`config.mk`:
```
export PLATFORM = sky130hd
export DESIGN_NAME = square_bcd_converter_flat
export DESIGN_NICKNAME = d
export VERILOG_FILES = /design/src/rtl/square_bcd_converter_if.sv /design/src/rtl/square_bcd_converter.sv /design/src/flat_wrapper.sv
export SDC_FILE = /design/constraint.sdc
export NUM_CORES = 1
export LEC_CHECK = 0
export ABC_AREA = 1
export CORE_MARGIN = 4
export CORE_UTILIZATION = 45
export CTS_BUF_LIST = sky130_fd_sc_hd__clkbuf_2 sky130_fd_sc_hd__clkbuf_4 sky130_fd_sc_hd__clkbuf_8
export DETAILED_ROUTE_END_ITERATION = 10
export PLACE_DENSITY = 0.76
export RECOVER_POWER = 100
export SETUP_SLACK_MARGIN = 0.5
export SLEW_MARGIN = 20
export SYNTH_ARGS = -nofsm -noshare
export SYNTH_HDL_FRONTEND = slang
export SYNTH_SLANG_ARGS = --single-unit
```
`constraint.sdc`:
```
create_clock -name clk -period 2.1 [get_ports clk]
set_clock_uncertainty 0.2 [all_clocks]
set_input_delay 0.63 -clock clk [delete_from_list [all_inputs] [get_ports clk]]
set_output_delay 0.63 -clock clk [all_outputs]
set_load 0.03 [all_outputs]
```
`src/rtl/square_bcd_converter_if.sv`:
```
// square_bcd_converter_if: request/result bundle between the square generator, the BCD converter and the display stage.
interface square_bcd_converter_if;
    logic       start;
    logic [5:0] sq_in;
    logic       busy;
    logic       done;
    logic [3:0] tens;
    logic [3:0] ones;
    logic       is_sq;

    modport master (output start, sq_in, input busy, done, tens, ones, is_sq);
    modport slave (input start, sq_in, output busy, done, tens, ones, is_sq);
endinterface

```
`src/rtl/square_bcd_converter.sv`:
```
// square_bcd_converter: 6-bit square word to two BCD digits by double-dabble, plus a perfect-square flag.
module square_bcd_converter (
    input logic                   clk,
    input logic                   rst,
    square_bcd_converter_if.slave bus
);
    typedef enum logic [1:0] {IDLE, SHIFT, DONE} state_t;

    state_t      r_state, w_next;
    logic [13:0] r_scr, w_scr;
    logic [2:0]  r_cnt;
    logic [5:0]  r_cap;
    logic [3:0]  r_tens, r_ones, w_t, w_o;
    logic        r_is_sq, w_is_sq, w_last;

    // Both nibbles are corrected on pre-shift values before the common shift.
    always_comb begin
        w_t = r_scr[13:10] >= 4'd5 ? r_scr[13:10] + 4'd3 : r_scr[13:10];
        w_o = r_scr[9:6] >= 4'd5 ? r_scr[9:6] + 4'd3 : r_scr[9:6];
        w_scr = {w_t, w_o, r_scr[5:0]} << 1;
        w_last = r_cnt == 3'd5;
        w_is_sq = r_cap inside {6'd0, 6'd1, 6'd4, 6'd9, 6'd16, 6'd25, 6'd36, 6'd49};
        w_next = r_state;
        case (r_state)
            IDLE:    w_next = bus.start ? SHIFT : IDLE;
            SHIFT:   w_next = w_last ? DONE : SHIFT;
            default: w_next = IDLE;
        endcase
    end

    always_ff @(posedge clk) begin
        if (rst) begin
            r_state <= IDLE;
            r_scr   <= '0;
            r_cnt   <= '0;
            r_cap   <= '0;
            r_tens  <= '0;
            r_ones  <= '0;
            r_is_sq <= 1'b0;
        end else begin
            r_state <= w_next;
            if (r_state == IDLE && bus.start) begin
                r_scr <= {8'd0, bus.sq_in};
                r_cap <= bus.sq_in;
                r_cnt <= '0;
            end
            if (r_state == SHIFT) begin
                r_scr <= w_scr;
                r_cnt <= r_cnt + 3'd1;
            end
            // Results are published only on the final iteration, so outputs never show scratch values.
            if (r_state == SHIFT && w_last) begin
                r_tens  <= w_scr[13:10];
                r_ones  <= w_scr[9:6];
                r_is_sq <= w_is_sq;
            end
        end
    end

    assign bus.busy  = r_state != IDLE;
    assign bus.done  = r_state == DONE;
    assign bus.tens  = r_tens;
    assign bus.ones  = r_ones;
    assign bus.is_sq = r_is_sq;
endmodule

```
`src/flat_wrapper.sv`:
```
// flat-port wrapper written by rule: the top's interface ports become plain ports
module square_bcd_converter_flat 
  (clk, rst, bus_start, bus_sq_in, bus_busy, bus_done, bus_tens, bus_ones, bus_is_sq);
  square_bcd_converter_if bus_i ();
  input logic clk;
  input logic rst;
  input wire logic [$bits(bus_i.start)-1:0] bus_start;
  input wire logic [$bits(bus_i.sq_in)-1:0] bus_sq_in;
  output wire logic [$bits(bus_i.busy)-1:0] bus_busy;
  output wire logic [$bits(bus_i.done)-1:0] bus_done;
  output wire logic [$bits(bus_i.tens)-1:0] bus_tens;
  output wire logic [$bits(bus_i.ones)-1:0] bus_ones;
  output wire logic [$bits(bus_i.is_sq)-1:0] bus_is_sq;
  assign bus_i.start = bus_start;
  assign bus_i.sq_in = bus_sq_in;
  assign bus_busy = bus_i.busy;
  assign bus_done = bus_i.done;
  assign bus_tens = bus_i.tens;
  assign bus_ones = bus_i.ones;
  assign bus_is_sq = bus_i.is_sq;
  square_bcd_converter u_core (.clk(clk), .rst(rst), .bus(bus_i));
endmodule
```
==> run_results.csv <==
group,metric,value,unit
power,power.sequential.fraction,0.563,
detailed_routing,number_of_remaining_drc_errors,0,
timing,timing.final.crit_period,1.878,ns
placement,place_ws,0.09707,ns
detailed_routing,route.top_layer_used,"met4",
timing,totalNegativeSetupSlack,0,ns
worst_setup_path,critPathMaxFanout,3,
die,total_die_area,4420,um2
placement,dp_hpwl,2203,um
clock_network,ctsRootBufferMaster,"clkbuf_4",
clock_network,cts_tree,"built",
global_route,globalRouteTotalUtil,0.1650,
synthesis,synth-async-reset-ratio,0,
synthesis,yosys_warnings,0,
global_route,grt_first_pass_wirelength,5513,um
clock_network,clockBufferDepth,2,
synthesis,synth_enable_flop_cells,0,
worst_setup_path,critPathCaptureType,"primary output",
run,max-cap-violations,0,
finish,final_layout_size_suffix_gt1_frac,0.2231,
clock_network,clock_tree.htree_level_count,2,
timing,post-route-worst-setup-slack,0.2220,ns
finish,antennaDiodeCount,0,
finish,area_growth,28.62,%
hold_path,hold_class,"reg2reg",
global_route,grt_antenna_before_repair,0,
worst_setup_path,worst_ep_required_time,1.27,ns
detailed_routing,met3WireLength,145,um
detailed_routing,drt-wirelength-per-cell,11.54,um
power,power_switching,317.5,uW
clock_network,cts-hold-fix-buffers,0,
synthesis,avgSynthCellArea,7.158,um2
finish,final-seq-area,686.9,um2
power,cellInternalPower,892.8,uW
power,netSwitchingFraction,0.2623,
timing,rsz0062_at_grt,"true",
synthesis,postSynthCellCount,215,
placement,gp_routability_congestion,0.7807,
die,initial_core_utilization,0.4881,
worst_setup_path,worstPathArrival,1.05,ns
global_route,gr-total-overflow,0,
finish,final_cell_count_no_fill,295,
power,total_leakage_power,0.0008651,uW
power,share_clk_of_total_power,0.326,
synthesis,synth.top_cell.area_share,0.4423,
detailed_routing,drt-vias-per-instance,4.939,
finish,multi_input_comb_area,779.5,um2
timing,report.final.hold_viol_count,0,
power,irDropWorstVdd,464.8,uV
worst_setup_path,worst_setup_path_category,"reg2out",
timing,number_of_setup_violations_in_the_final_report,0,
synthesis,yosys.area.top_type,"dfxtp_1",
clock_network,cts_num_sinks,34,
die,number_of_ports_placed_on_the_die_boundary,20,
die,core_outline_area,3153,um2
power,p_per_area,611.4,nW/um2
timing,tightest_slew,0.4555,ns
global_route,grt_max_degree,23,
power,report.power.total,1210,uW
die,die_x,66.48,um
synthesis,total_nets_after_synthesis,230,
synthesis,synthesis_stage_register_bit_count,34,
synthesis,most_used_dff_post_synth,"dfxtp_1",
synthesis,synth-seq-area-share,0.4423,
placement,buffer_ports.inserted,19,
die,chipHeight,66.48,um
finish,fillCellCount,318,
detailed_routing,drt-pass1-iter-count,4,
detailed_routing,antenna_violating_nets_post_route,0,
clock_network,clock_latency,0.34,ns
timing,max_freq,532.5,MHz
die,placementRows,20,
clock_network,cts_made_buffers,5,
synthesis,synth_common_cells,"nand2_1 (78), dfxtp_1 (34), a21oi_1 (26)",
synthesis,synth_most_common_cell,"nand2_1",
power,p_comb_frac,0.112,
synthesis,synth.cell_area,1539,um2
synthesis,number_of_unique_standard_cell_types_used_by_synthesis,22,
global_route,first_global_vias,1368,
detailed_routing,wl_met2,1621,um
synthesis,synth_area_leaders,"dfxtp_1 (44%), nand2_1 (19%), a21oi_1 (8.5%), inv_1 (5.1%), ha_1 (4.9%)",
timing,post_route_fraction_of_the_period_consumed_by_the_critical_path,0.8943,
worst_setup_path,worst_setup_path_start_kind,"flip-flop",
detailed_routing,totalWireLength,3404,um
status,outcome,"completed",
finish,nets,265,
placement,place.detailed.instances,276,
detailed_routing,detail_route.iter0.violations,47,
clock_network,clk_pin_slew_worst_paths,0.10,ns
timing,max_slew_margin,0.6931,
detailed_routing,num_vias,1457,
detailed_routing,wl_met1,1558,um
timing,final_max_slew_viol_count,0,
stage by stage:
step                hold WS [ns]    util  cell area [um2]
global route              0.3046  0.6278             1979
finish                    0.2691  0.6278             1979
global placement          0.2505  0.5635             1777
floorplan                 0.2385       -             1539
detailed placement        0.2541  0.5635             1777
CTS                       0.2699  0.6159             1942
metal layers:
layer,vias to the layer above,track usage
li1,756,-
met1,661,0.1888
met2,32,0.2776
met3,8,0.04047
met4,0,0.09391
met5,-,0
logic make-up after synthesis:
group / count (synthesis) / synth area share
simple gates: 107 / 0.2992
compound gates: 38 / 0.1276
flops: 34 / 0.4423
buf+inv: 30 / 0.08212
fa+ha+maj: 6 / 0.04878
state kept, by name (all words and copies together), names as in the netlist:
| signal | flops |
|---|---|
| u_core.r_state | 2 |
| u_core.r_scr | 14 |
| u_core.bus.tens | 4 |
| u_core.r_cnt | 3 |
| u_core.bus.is_sq | 1 |
| u_core.r_cap | 6 |
| u_core.bus.ones | 4 |
path summary, 6_finish.rpt:
check	startpoint	end	slack [ns]	cells past startpoint
min reg2reg	u_core.r_scr[0]	u_core.r_scr[0]	0.27	2
min	u_core.r_scr[0]	u_core.r_scr[0]	0.27	2
max reg2reg	u_core.r_scr[6]	u_core.bus.tens[0]	0.31	7
max	u_core.r_state[0]	bus_done	0.22	2
placed cells by master, fill, tap and decap left out, drive strengths merged:
cell / n
nand4: 1
or2: 1
clkdlybuf4s50: 6
a21oi: 26
ha: 6
inv: 25
o21ai: 7
nor2: 16
buf: 21
clkinv: 1
nor3: 1
dlymetal6s2s: 1
nand2: 79
clkbuf: 9
nand3: 11
dfxtp: 34
a31oi: 5
dlygate4sd3: 1
area by class of cell:
class / instances / area share
inverter: 25 / 0.05373
tap: 44 / 0.02781
timing repair buffer: 31 / 0.1454
sequential: 34 / 0.3470
clock inverter: 1 / 0.002528
multi-input combinational: 153 / 0.3938
clock buffer: 7 / 0.02971
worst max-delay path, stage by stage, from the launching register on:
cell      delay [ns]
dfxtp_1         0.39
nor2_4          0.12
clkbuf_2        0.20
timing repair:
action | CTS | global route
buffers inserted | 6 | 3
gates resized for setup | 95 | 26
cloned | 1 | 1
pin swaps | 2 | 7
endpoints found under the setup margin | 21 | 37
power by group through the flow:
stage	logic, uW	registers (uW)	clock network (uW)
after floorplan	84.9	689	0
after global placement	117	692	0
after detailed placement	119	693	0
after CTS	129	679	402
after global routing	149	683	422
final	135	681	394
Power figures use the tool's default switching activity.
